### src/rtl/dsp_arb_pkg.sv
// Shared types for the DSP slice arbiter: FSM state, tag-pipeline entry,
// and the index-width helper. Optional feature macro: DSP_ARB_FIXED_PRIO_EN.
package dsp_arb_pkg;

  // Owner field is sized for the largest supported requester count (8).
  localparam int OWNER_W = 3;

  typedef enum logic {
    ST_IDLE  = 1'b0,
    ST_BURST = 1'b1
  } state_t;

  typedef struct packed {
    logic               valid;
    logic [OWNER_W-1:0] owner;
    logic               last;
  } tag_t;

  // Ceiling log2 with a floor of 1 so a 2-requester index is still 1 bit wide.
  function automatic int clog2(input int n);
    int w;
    w = 1;
    for (int i = 1; i < 31; i++) begin
      if ((1 << i) < n) w = i + 1;
    end
    return w;
  endfunction

endpackage

### src/rtl/dsp_arb_rr_pick.sv
// Combinational masked round-robin picker: lowest requester at or above ptr,
// wrapping to the lowest overall. With DSP_ARB_FIXED_PRIO_EN defined the
// pick is plain fixed priority (lowest index) and ptr is ignored.
module dsp_arb_rr_pick
  import dsp_arb_pkg::*;
#(
  parameter int NREQ = 4,
  parameter int IW   = clog2(NREQ)
) (
  input  logic [NREQ-1:0] req,
  input  logic [IW-1:0]   ptr,
  output logic [NREQ-1:0] grant,
  output logic [IW-1:0]   idx
);

  logic [NREQ-1:0] cand;

`ifdef DSP_ARB_FIXED_PRIO_EN
  logic unused_ptr;
  assign unused_ptr = ^ptr;
  assign cand = req;
`else
  logic [NREQ-1:0] mask;
  logic [NREQ-1:0] masked;

  // Keep only requesters at or above the pointer; fall back to all when none.
  always_comb begin
    mask = '0;
    for (int i = 0; i < NREQ; i++) mask[i] = (i >= int'(ptr));
  end

  assign masked = req & mask;
  assign cand   = (|masked) ? masked : req;
`endif

  // Lowest set bit of the candidate vector wins.
  always_comb begin
    grant = '0;
    idx   = '0;
    for (int i = NREQ - 1; i >= 0; i--) begin
      if (cand[i]) begin
        grant    = '0;
        grant[i] = 1'b1;
        idx      = IW'(i);
      end
    end
  end

endmodule

### src/rtl/dsp_share_arbiter.sv
// Shares one multiply-accumulate slice between NREQ requesters. Round-robin
// pick in IDLE, lock to the owner for a multi-beat accumulate burst, and a
// tag pipeline that routes each burst's final product back to its owner.
// Optional feature macro: DSP_ARB_FIXED_PRIO_EN (fixed-priority IDLE pick).
module dsp_share_arbiter
  import dsp_arb_pkg::*;
#(
  parameter int NREQ    = 4,
  parameter int WIDTH_A = 18,
  parameter int WIDTH_B = 18,
  parameter int WIDTH_P = 48,
  parameter int LATENCY = 4
) (
  input  logic                      clk,
  input  logic                      rst,
  input  logic [NREQ-1:0]           req_valid,
  output logic [NREQ-1:0]           req_ready,
  input  logic [NREQ*WIDTH_A-1:0]   req_a,
  input  logic [NREQ*WIDTH_B-1:0]   req_b,
  input  logic [NREQ-1:0]           req_last,
  output logic                      dsp_issue,
  output logic [WIDTH_A-1:0]        dsp_a,
  output logic [WIDTH_B-1:0]        dsp_b,
  output logic                      dsp_accum,
  input  logic [WIDTH_P-1:0]        dsp_p,
  output logic [NREQ-1:0]           rsp_valid,
  output logic [WIDTH_P-1:0]        rsp_data,
  output logic                      busy
);

  localparam int IW = clog2(NREQ);

  state_t          state;
  logic [IW-1:0]   owner;
  logic [IW-1:0]   ptr;
  logic [NREQ-1:0] pick_grant;
  logic [IW-1:0]   pick_idx;
  logic [NREQ-1:0] ready;
  logic            accept;
  logic [IW-1:0]   acc_idx;
  logic            acc_last;
  logic [WIDTH_A-1:0] acc_a;
  logic [WIDTH_B-1:0] acc_b;
  // Stage 0 rides alongside dsp_issue; stage LATENCY lines up with valid dsp_p.
  tag_t            tag_q [LATENCY+1];
  tag_t            tail;
  logic [IW-1:0]   tail_owner;
  logic            tag_any;

  function automatic logic [IW-1:0] next_idx(input logic [IW-1:0] i);
    return (i == IW'(NREQ - 1)) ? '0 : i + 1'b1;
  endfunction

  dsp_arb_rr_pick #(
    .NREQ (NREQ),
    .IW   (IW)
  ) u_pick (
    .req   (req_valid),
    .ptr   (ptr),
    .grant (pick_grant),
    .idx   (pick_idx)
  );

  // Ready goes to the picked requester in IDLE, only to the owner in BURST.
  always_comb begin
    ready   = '0;
    acc_idx = pick_idx;
    if (state == ST_IDLE) begin
      ready = pick_grant;
    end else begin
      ready[owner] = req_valid[owner];
      acc_idx      = owner;
    end
  end

  assign req_ready = ready;
  assign accept    = |ready;
  assign acc_last  = req_last[acc_idx];
  assign acc_a     = req_a[int'(acc_idx)*WIDTH_A +: WIDTH_A];
  assign acc_b     = req_b[int'(acc_idx)*WIDTH_B +: WIDTH_B];

  // Burst lock FSM and round-robin pointer.
  always_ff @(posedge clk or posedge rst) begin
    if (rst) begin
      state <= ST_IDLE;
      owner <= '0;
      ptr   <= '0;
    end else if (accept) begin
      if (state == ST_IDLE) begin
        owner <= pick_idx;
        if (!acc_last) state <= ST_BURST;
`ifndef DSP_ARB_FIXED_PRIO_EN
        else ptr <= next_idx(pick_idx);
`endif
      end else if (acc_last) begin
        state <= ST_IDLE;
`ifndef DSP_ARB_FIXED_PRIO_EN
        ptr <= next_idx(owner);
`endif
      end
    end
  end

  // Operand registers toward the slice; the first beat of a burst restarts P.
  always_ff @(posedge clk or posedge rst) begin
    if (rst) begin
      dsp_issue <= 1'b0;
      dsp_a     <= '0;
      dsp_b     <= '0;
      dsp_accum <= 1'b0;
    end else begin
      dsp_issue <= accept;
      if (accept) begin
        dsp_a     <= acc_a;
        dsp_b     <= acc_b;
        dsp_accum <= (state == ST_BURST);
      end
    end
  end

  // Tag shift register tracking in-flight beats through the slice latency.
  always_ff @(posedge clk or posedge rst) begin
    if (rst) begin
      for (int k = 0; k <= LATENCY; k++) tag_q[k] <= '0;
    end else begin
      tag_q[0] <= '{valid: accept, owner: OWNER_W'(acc_idx), last: accept & acc_last};
      for (int k = 1; k <= LATENCY; k++) tag_q[k] <= tag_q[k-1];
    end
  end

  assign tail       = tag_q[LATENCY];
  assign tail_owner = IW'(tail.owner);

  // Capture the final accumulated product and strobe its owner.
  always_ff @(posedge clk or posedge rst) begin
    if (rst) begin
      rsp_valid <= '0;
      rsp_data  <= '0;
    end else begin
      rsp_valid <= '0;
      if (tail.valid && tail.last) begin
        rsp_valid[tail_owner] <= 1'b1;
        rsp_data              <= dsp_p;
      end
    end
  end

  // Any beat still travelling through the slice.
  always_comb begin
    tag_any = 1'b0;
    for (int k = 0; k <= LATENCY; k++) tag_any = tag_any | tag_q[k].valid;
  end

  assign busy = (state == ST_BURST) | tag_any;

endmodule
### config.mk
export PLATFORM = sky130hd
export DESIGN_NAME = dsp_share_arbiter
export DESIGN_NICKNAME = d
export VERILOG_FILES = /design/src/rtl/dsp_arb_pkg.sv /design/src/rtl/dsp_arb_rr_pick.sv /design/src/rtl/dsp_share_arbiter.sv
export SDC_FILE = /design/constraint.sdc
export NUM_CORES = 1
export LEC_CHECK = 0
export BUFFER_PORTS_ARGS = -buffer_cell sky130_fd_sc_hd__buf_2
export CAP_MARGIN = 20
export CORE_ASPECT_RATIO = 1.75
export CORE_UTILIZATION = 39
export CTS_CLUSTER_SIZE = 24
export DETAILED_ROUTE_END_ITERATION = 10
export PLACE_DENSITY = 0.79
export SETUP_SLACK_MARGIN = 0.4
export SYNTH_ARGS = -nofsm -noshare
export SYNTH_HDL_FRONTEND = slang
export SYNTH_HIERARCHICAL = 1
export SYNTH_SLANG_ARGS = --single-unit
### constraint.sdc
create_clock -name clk -period 9.1 [get_ports clk]
set_input_delay 0.455 -clock clk [delete_from_list [all_inputs] [get_ports clk]]
set_output_delay 0.455 -clock clk [all_outputs]
set_load 0.05 [all_outputs]
* After elaboration in Yosys (flattened, before gate mapping)
Cells that the tools add are included.
** Word-level totals
- Input bits :: 202
- Flip-flop bits (word level) :: 114
- Logic and storage cells :: 78
- Output and inout port bits :: 95
** Cells by class
- Magnitude comparators :: 8
- Bitwise operators :: 8
- Reductions and logical operators :: 6
- Multipliers :: 1
- Eq/ne operators :: 2
- Add/subtract/negate cells :: 2
- Mux-type cells :: 26
- Shift operators :: 2
** Operators with widths (number)
- 72-bit by 32-bit indexed part select with 18-bit output :: 1
- 72-bit by 8-bit indexed part select with 18-bit output :: 1
- 4-bit two-way mux :: 7
- 2-bit two-way mux :: 10
- 2-bit by 3-bit less-than comparator with 1-bit output, second input constant :: 3
- 4-bit AND :: 2
- 4-bit OR reduction :: 2
- 2-bit by 4-bit multiplier with 6-bit output, second input constant :: 1
- 1-bit two-way mux :: 5
- 1-bit OR :: 5
- 2-bit by 1-bit adder with 2-bit output, second input constant :: 2
- 1-bit binary-select mux with 2-bit select :: 2
- 1-bit demux with 2-bit select :: 2
- 2-bit equality test, second input constant :: 2
- 1-bit by 2-bit greater-or-equal comparator with 1-bit output, first input constant :: 2
- 2-bit by 1-bit greater-or-equal comparator with 1-bit output, second input constant :: 2
- 1-bit logical AND :: 3
- 2-bit greater-or-equal comparator, first input constant :: 1
- 2-bit AND reduction :: 1
- 1-bit AND :: 1

* Depth between registers and ports, before layout
Gate-level depths: netlist of run 1.
- Depth in word-level cells :: 13
- Mapped depth :: 12

* Cells and area by module
Netlist of run 1, hierarchy kept.
** Modules (own cells, without submodules)
- dsp_share_arbiter :: seq. area each 2852.7 µm², area each 5442.7 µm², cells each 545, instances 1
- dsp_arb_rr_pick :: seq. area each 0.0 µm², area each 224.0 µm², cells each 31, instances 1

* Worst setup path before layout of run 1
OpenSTA, ideal clock, no wires.
- Path type :: input port to output port
- Start point :: input port req_valid[0]
- End point :: output port req_ready[2]
- Slack :: 6526 ps
- Data required time :: 8645 ps
- Arrival time :: 2119 ps
- Stages on the path :: 6
- Path through :: buf_4 -> nor2_1 -> o21bai_1 -> a21boi_0 -> inv_1 -> o21ai_0
** On the way
- Cells in the longest elaborated chain, start to end :: 7
- Elaborated cells between the ends (all ways) :: 10
- Classes of those cells :: mux (7); bitwise (2); reduce/logical (1)
** RTL lines
- start, declared :: RTL line dsp_share_arbiter.sv:16 : input logic [NREQ-1:0] req_valid,
- 4-bit AND :: RTL line dsp_arb_rr_pick.sv:32 : assign masked = req & mask;
- 4-bit OR reduction :: RTL line dsp_arb_rr_pick.sv:33 : assign cand = (|masked) ? masked : req;
- 4-bit two-way mux (*) :: RTL line dsp_arb_rr_pick.sv:33
- 4-bit two-way mux (2 in a row) :: RTL line dsp_arb_rr_pick.sv:41 : if (cand[i]) begin
- 4-bit two-way mux (*) :: RTL line dsp_arb_rr_pick.sv:41
- named net pick_grant[2] :: RTL line dsp_share_arbiter.sv:36 : logic [NREQ-1:0] pick_grant;
- 4-bit two-way mux (*) :: RTL line dsp_share_arbiter.sv:68 : if (state == ST_IDLE) begin
- end, declared :: RTL line dsp_share_arbiter.sv:17 : output logic [NREQ-1:0] req_ready,
Mark *: on every way through the listed nets, which the timed path passes. The rest lies on a longest branch. The select of a mux whose other input is x is not followed.

* Final worst setup path of run 1
- Start point :: register ptr[1]
- End point :: register ptr[0]
** On the way
- Elaborated cells between the ends (all ways) :: 25
- Classes of those cells :: add/sub (1); order compare (3); eq/ne (1); mux (16); bitwise (1); reduce/logical (3)
** RTL lines
- start, declared :: RTL line dsp_share_arbiter.sv:35 : logic [IW-1:0] ptr;
- start signal, assigned :: RTL line dsp_share_arbiter.sv:93 : else ptr <= next_idx(pick_idx);
- start signal, assigned :: RTL line dsp_share_arbiter.sv:98 : ptr <= next_idx(owner);
- 1-bit by 2-bit greater-or-equal comparator with 1-bit output / 2-bit greater-or-equal comparator (equally long branches) :: RTL line dsp_arb_rr_pick.sv:29 : for (int i = 0; i < NREQ; i++) mask[i] = (i >= int'(ptr));
- 4-bit AND (*) :: RTL line dsp_arb_rr_pick.sv:32
- 4-bit OR reduction :: RTL line dsp_arb_rr_pick.sv:33
- 4-bit two-way mux (*) :: RTL line dsp_arb_rr_pick.sv:33
- 4-bit two-way mux (2 in a row) :: RTL line dsp_arb_rr_pick.sv:41
- 4-bit two-way mux (*) :: RTL line dsp_arb_rr_pick.sv:41
- named net pick_grant[2] :: RTL line dsp_share_arbiter.sv:36
- 4-bit two-way mux (*) :: RTL line dsp_share_arbiter.sv:68
- 4-bit OR reduction (*) :: RTL line dsp_share_arbiter.sv:77 : assign accept = |ready;
- named net accept :: RTL line dsp_share_arbiter.sv:39 : logic accept;
- 2-bit AND reduction (no line) (*)
Marks and branches as above.
A chain may end at the register's enable or synchronous reset.

==> results of run 1 <==
[synth_stat cells, types with 3 or more instances]
cell	count	share of area [%]
o31ai_1	37	4.9
buf_1	5	0.33
and3_1	72	7.9
buf_2	13	1.1
dfrtp_1	114	50
buf_6	12	2.4
buf_4	3	0.40
a21oi_1	9	0.79
mux2i_1	3	0.53
nand3_1	4	0.35
mux2_2	48	9.5
clkbuf_1	8	0.53
nand2_1	183	12
nor2_1	8	0.53
o21ai_0	6	0.53
ha_1	5	1.1
inv_1	13	0.86
[final cells by class]
| type | instances | area (um2) |
|---|---|---|
| clock inverters | 15 | 198 |
| inverters | 15 | 58.8 |
| repair buffers | 302 | 1550 |
| multi-input cells | 404 | 2490 |
| well taps | 177 | 221 |
| fillers | 1320 | 6260 |
| flip-flops and latches | 114 | 2850 |
| clock buffers | 17 | 425 |
[flip-flops by register name (all words and copies together) (netlist names)]
| signal | cells |
|---|---|
| rsp_data | 48 |
| tag_q | 20 |
| dsp_a | 18 |
| dsp_b | 18 |
| rsp_valid | 4 |
| owner | 2 |
| ptr | 2 |
| dsp_accum | 1 |
| state | 1 |
[layout by cell type (no fill, tap or decap), drive strengths merged, types with 2 or more instances in the layout]
cell / netlist / layout
clkinv: 0 / 3
nand2: 183 / 183
bufinv: 0 / 3
mux2: 49 / 49
o221a: 2 / 2
clkbuf: 9 / 17
ha: 5 / 5
and3: 72 / 72
nand3: 4 / 4
mux4: 2 / 2
mux2i: 4 / 4
o21ai: 7 / 7
dfrtp: 114 / 114
nor2: 8 / 8
clkinvlp: 0 / 2
o31ai: 37 / 37
nor4: 2 / 2
nor3b: 2 / 2
buf: 34 / 302
a21boi: 2 / 2
a22oi: 2 / 2
inv: 15 / 22
a21oi: 10 / 10
[power by group through the flow]
stage | Sequential, uW | Combinational, uW | Clock (uW)
3_3_place_gp | 893 | 1960 | 0
3_5_place_dp | 907 | 2000 | 0
5_1_grt | 932 | 2140 | 734
6_report | 899 | 1990 | 691
2_1_floorplan | 1570 | 931 | 0
4_1_cts | 901 | 2000 | 710
[worst max-delay path: stages (launching register included)]
cell and delay (ns):
dfrtp_1 0.60, and2b_2 0.27, o21bai_1 0.11, a21boi_0 0.12, nor4_1 0.66, a2bb2oi_4 0.16
buf_4 0.58, inv_1 0.21, nand2_1 0.15, mux2_1 0.32
[final timing paths]
kind	startpoint	end	cells past startpoint
setup / recovery	ptr[1]	ptr[0]	9
hold / removal	rst	rsp_data[17]	2
setup reg to reg	ptr[1]	ptr[0]	9
hold reg to reg	tag_q[15]	tag_q[10]	0
max in group asynchronous	rst	dsp_a[15]	3
min in group clk	dsp_p[11]	rsp_data[11]	2
[cells by family after synthesis]
family | synth area share [%]
buffers and inverters | 6.14
muxes | 11.3
AOI/OAI and AO/OA | 8.92
and+or+nand+nor | 22.2
DFF | 50.3
adders and majority gates | 1.10
[metal layers]
metal | wire length [um] | part of all wire [%] | GRT usage (%) | up-vias
li1 | - | - | - | 2525
met2 | 8200 | 54 | 37.9 | 217
met1 | 5860 | 39 | 22.5 | 2383
met4 | 364 | 2.4 | 8.88 | 0
met5 | 0 | 0 | 0 | -
met3 | 770 | 5.1 | 4.10 | 26
[metrics by stage]
step           hold slack (ns)  util [%]
6_report                 0.120      55.5
5_1_grt                  0.154      55.5
4_1_cts                  0.126      55.4
3_5_place_dp             0.335      50.9
3_3_place_gp             0.332      50.8
2_1_floorplan            0.331         -
==> impl_results.md, run 1 <==
* Total power draw at about 3600 uW
* Drt drc at 0
* Clk_lat worst skew at ~0.4 ns
* Dominant synthesized flop cell: dfrtp_1
* Design Area, Final at 7790 um2
* Critical path class: flip-flop to flip-flop
* Pre-CTS WS at ~5.7 ns
* Root Driver: clkbuf_16
* Gpl congestion at 0.833
* Syn Inst Count at 576
* Worst path arrival time at ~3.6 ns
* Worst VDD drop at roughly 0.21 mV
* CP max FO at slightly below 80
* Hpwl dp at between 10000 and 15000 um
* Post-CTS Setup Inserts at 0
* Max-cap violations at 0
* Initial DRC Count at 127
* Initial antenna violation count at 0
* Remaining global-route overflow at 0
* Die Y at 161 um
* Worst slew pin tran at a little under 1 ns
* Synth unique cells at 43
* FFs w/ async S/R, synth at 100%
* Row count at 57
* Initial DRT Pass Iterations at 4
* Ratio of cells with drive above 1 in the final layout at roughly 46%
* Clk pwr share at 19.3%
* Final Slew Violations at 0
* CTS tree: yes
* Startpoint class of the critical path: flip-flop
* CP endpoint kind: flip-flop
* Area of the die at 15000 um2
* Yosys reg bits at between 100 and 150
* N_diodes at 0
* EDFF count, synth at 0
* Sw Ratio at 49.6%
* Int Power at 1800 uW
* Wire per inst at between 10 and 15 um
* Post-Syn Area at about 5700 um2
* Mapped Nets at between 700 and 800
* Placed insts at slightly above 1000
* Instance area at placement at around 7200 um2
* Via Count at a little over 5000
* Reg clk slew, reported paths at 0.06 ns
* Final worst-path cycle share at around 36%
* Peak Freq at 303 MHz
* Largest net degree at the start of global routing at roughly 80
* Vias/cell at roughly 4.9
* Vias in the first global route at 5130
* Core Box Area at 14000 um2
* Final setup violating endpoints at 0
* Routed Antenna Nets at 0
* Htree depth at 4
* IO Port Bufs at 296
* Total track usage at about a fifth
* Total CTS buffers at 17
* First-pass GRT wire length at 24200 um
* RSZ-0062 raised after global routing: false
* Starting Density at around two fifths
* Syn-to-layout area delta at 37.5%
* Seq/Total Area, Yosys at between 50% and 60%
* Comb pwr share at 55.6%
* Setup WS post-layout at about 5.8 ns
* CTS Hold Bufs at 0
* Total Wirelength at 15200 um
* Sequential share of power at about a quarter
* Hold Violations, Final at 0
* Final worst path period need at roughly 3.3 ns
* Cell leakage power at between 0.004 and 0.005 uW
* Num Clock Sinks at 114
* Number of nets in the layout at around 1100
* I/O pin cnt at ~300
* Pwr per Cell Area at ~460 nW/um2
* CTS Buffer Depth at 2
* Flop2flop setup slack at a little under 6 ns
* Outcome: complete, no violations
* Warnings, synthesis at 6
* Clock Skews at 0.0110 ns
* Die X at between 90 and 100 um
* Relative slew slack at roughly 34%
* Final std cells w/o fill at 1044
* WP data required at about 9.4 ns
* CTS resizes at 0
* Hold WC Path Type: input pin to async pin
* Fin Setup TNS at 0 ns
* Net Sw Power at 1780 uW
* Avg Synthesized Cell Area at between 9 and 10 um2
(Power assumes the default switching activity.)
==> run 2: changes to the inputs <==
- PLACE_DENSITY: 0.79 -> 0.81
- clock period: 9.1 -> 2.82 ns (I/O delays scaled with it)
==> run 2 against run 1 <==
Effect of this change:
- count of clock-buffer cells in the layout grew 4
- setup slack lost 5.2 ns
- highest routed layer unchanged
- die area is the same
==> impl_results.md, run 2 (synthesis results as in run 1) <==
* Gpl congestion at 0.857 (+2.9%)
* Fillers at 1145 (-13%)
* Cell leakage power at 0.00444 uW (+6.5%)
* Core Box Area at 14000 um2 (unchanged)
* Vias/cell at 5.01 (+1.5%)
* Routed Antenna Nets at 0 (unchanged)
* Pwr per Cell Area at 1410 nW/um2 (+210%)
* Area of the die at 15000 um2 (unchanged)
* Largest net degree at the start of global routing at 55 (-29%)
* I/O pin cnt at 297 (unchanged)
* Via Count at 5515 (+7.1%)
* Biggest regs: rsp_data (48), tag_q (20)
* First-pass GRT wire length at 26800 um (+11%)
* IO Port Bufs at 296 (unchanged)
* Largest Register: rsp_data
* Num Clock Sinks at 114 (unchanged)
* Max-cap violations at 0 (unchanged)
* Total track usage at 23.2% (+2.6 points)
* Worst slew pin tran at 0.739 ns (-0.236 ns)
* Remaining global-route overflow at 0 (unchanged)
* Ratio of cells with drive above 1 in the final layout at 44.0% (-1.6 points)
* Relative slew slack at 50.6% (+17 points)
* Pre-CTS WS at 0.335 ns (-5.36 ns)
* Wire per inst at 15.7 um (+7.9%)
* Die X at 93.1 um (unchanged)
* Max reg flops at 48 (unchanged)
* Root Driver: clkbuf_16
* Die Y at 161 um (unchanged)
* Commonest cells after routing, fill and taps aside: buf_2 (296), nand2_1 (182), dfrtp_1 (112)
* Final worst path period need at 2.25 ns (-1.04 ns)
* CTS tree: yes
* Reg clk slew, reported paths at 0.06 ns (about the same)
* CP endpoint kind: flip-flop
* Final setup violating endpoints at 0 (unchanged)
* Final worst-path cycle share at 79.9% (+44 points)
* Total CTS buffers at 17 (unchanged)
* Initial DRC Count at 186 (+46%)
* Row count at 57 (unchanged)
* Peak Freq at 444 MHz (+46%)
* CP max FO at 8 (-90%)
* Outcome: complete, no violations
* Crit path cell chain: and2b_2, o21bai_1, a21boi_0, nor4_1, buf_4, a2bb2oi_4, inv_1, nand2_1, mux2_1
* Drt drc at 0 (unchanged)
* RSZ-0062 raised after global routing: false
* Critical path class: flip-flop to flip-flop
* Startpoint class of the critical path: flip-flop
* Final core utilization at 59.8% (+4.3 points)
* Vias in the first global route at 5697 (+11%)
* Fin Setup TNS at 0 ns (unchanged)
* Htree depth at 4 (unchanged)
* Total Wirelength at 17300 um (+14%)
* Critical-path top delay cell: dfrtp_2
* Clk_lat worst skew at 0.41 ns (about the same)
* Starting Density at 40.3% (unchanged)
* Crit path largest cell delay at 0.43 ns (-0.23 ns)
* Final Slew Violations at 0 (unchanged)
* Hold WC Path Type: input pin to flip-flop
* Worst VDD drop at 0.582 mV (+180%)
* Hold Violations, Final at 0 (unchanged)
* Syn-to-layout area delta at 48.2%
* CTS Buffer Depth at 2 (unchanged)
* Initial DRT Pass Iterations at 4 (unchanged)
* Initial antenna violation count at 0 (unchanged)
* Clock Skews at 0.0147 ns (+0.00375 ns)
* Setup WS post-layout at 0.567 ns (-5.24 ns)
* WP data required at 3.10 ns (-6.28 ns)
* Most common cell after layout, fill and taps aside: buf_2
* Hpwl dp at 11900 um (+7.8%)
* Number of nets in the layout at 1120 (+5.6%)
* Worst path arrival time at 2.54 ns (-1.04 ns)
* N_diodes at 0 (unchanged)
[run 2: cell types whose count changed in the layout (fill, tap and decap cells not counted), sizes merged]
cell,previous run,this run
clkbuf,17,21
clkinv,3,4
buf,302,312
clkinvlp,2,1
bufinv,3,4
dlygate4sd3,0,49
inv,22,15
[run 2: metrics by stage]
step           total power, uW  hold WS (ns)  cells  area [um2]
2_1_floorplan             8060         0.291    576        5670
3_3_place_gp              9320         0.306   1019        7240
3_5_place_dp              9500         0.307   1019        7240
4_1_cts                  11900        0.0822   1098        8370
5_1_grt                  12600         0.101   1101        8400
6_report                 11900        0.0987   1101        8400
[run 2: final timing paths]
kind	from	to	slack, ns	cells after the start
setup reg to reg	ptr[1]	ptr[0]	0.57	9
max in group asynchronous	rst	dsp_a[2]	1.55	4
min in group asynchronous	rst	rsp_data[12]	0.41	3
hold reg to reg	tag_q[16]	tag_q[11]	0.34	0
setup / recovery	ptr[1]	ptr[0]	0.57	9
hold / removal	req_a[3]	dsp_a[3]	0.1	4
[run 2: timing repair]
item | in CTS | in global routing
buffers inserted | 0 | 2
hold buffers | 49 | 0
endpoints found under the hold margin | 80 | 0
gates resized for setup | 1 | 2
endpoints found under the setup margin | 30 | 30
[run 2: where the power goes]
part | leakage, uW | internal [uW] | switching (uW)
registers | 0.00136 | 2460 | 449
logic | 0.00277 | 2100 | 4570
clock network | 0.000315 | 1560 | 731
[run 2: cell type report]
| class | instances | area [um2] | area share, % |
|---|---|---|---|
| clock buffers | 21 | 480 | 5.72 |
| clock inverters | 9 | 153 | 1.82 |
| inverters | 15 | 60.1 | 0.715 |
| multi-input cells | 404 | 2490 | 29.7 |
| flip-flops and latches | 114 | 2860 | 34.0 |
| well taps | 177 | 221 | 2.64 |
| repair buffers | 361 | 2140 | 25.4 |
[run 2: critical path, delay by kind of cell (launching register included)]
| family | cells | cell delay (ns) |
|---|---|---|
| DFF | 1 | 0.43 |
| AOI/OAI and AO/OA | 3 | 0.45 |
| and+or+nand+nor | 3 | 0.63 |
| muxes | 1 | 0.32 |
| buffers and inverters | 2 | 0.31 |
[run 2: layer usage]
metal | vias up | global-route usage [%] | routed length, um
met5 | - | 0 | 0
met4 | 0 | 12.1 | 690
met3 | 53 | 6.21 | 1070
met2 | 259 | 43.8 | 9440
met1 | 2567 | 22.4 | 6090
li1 | 2636 | - | -
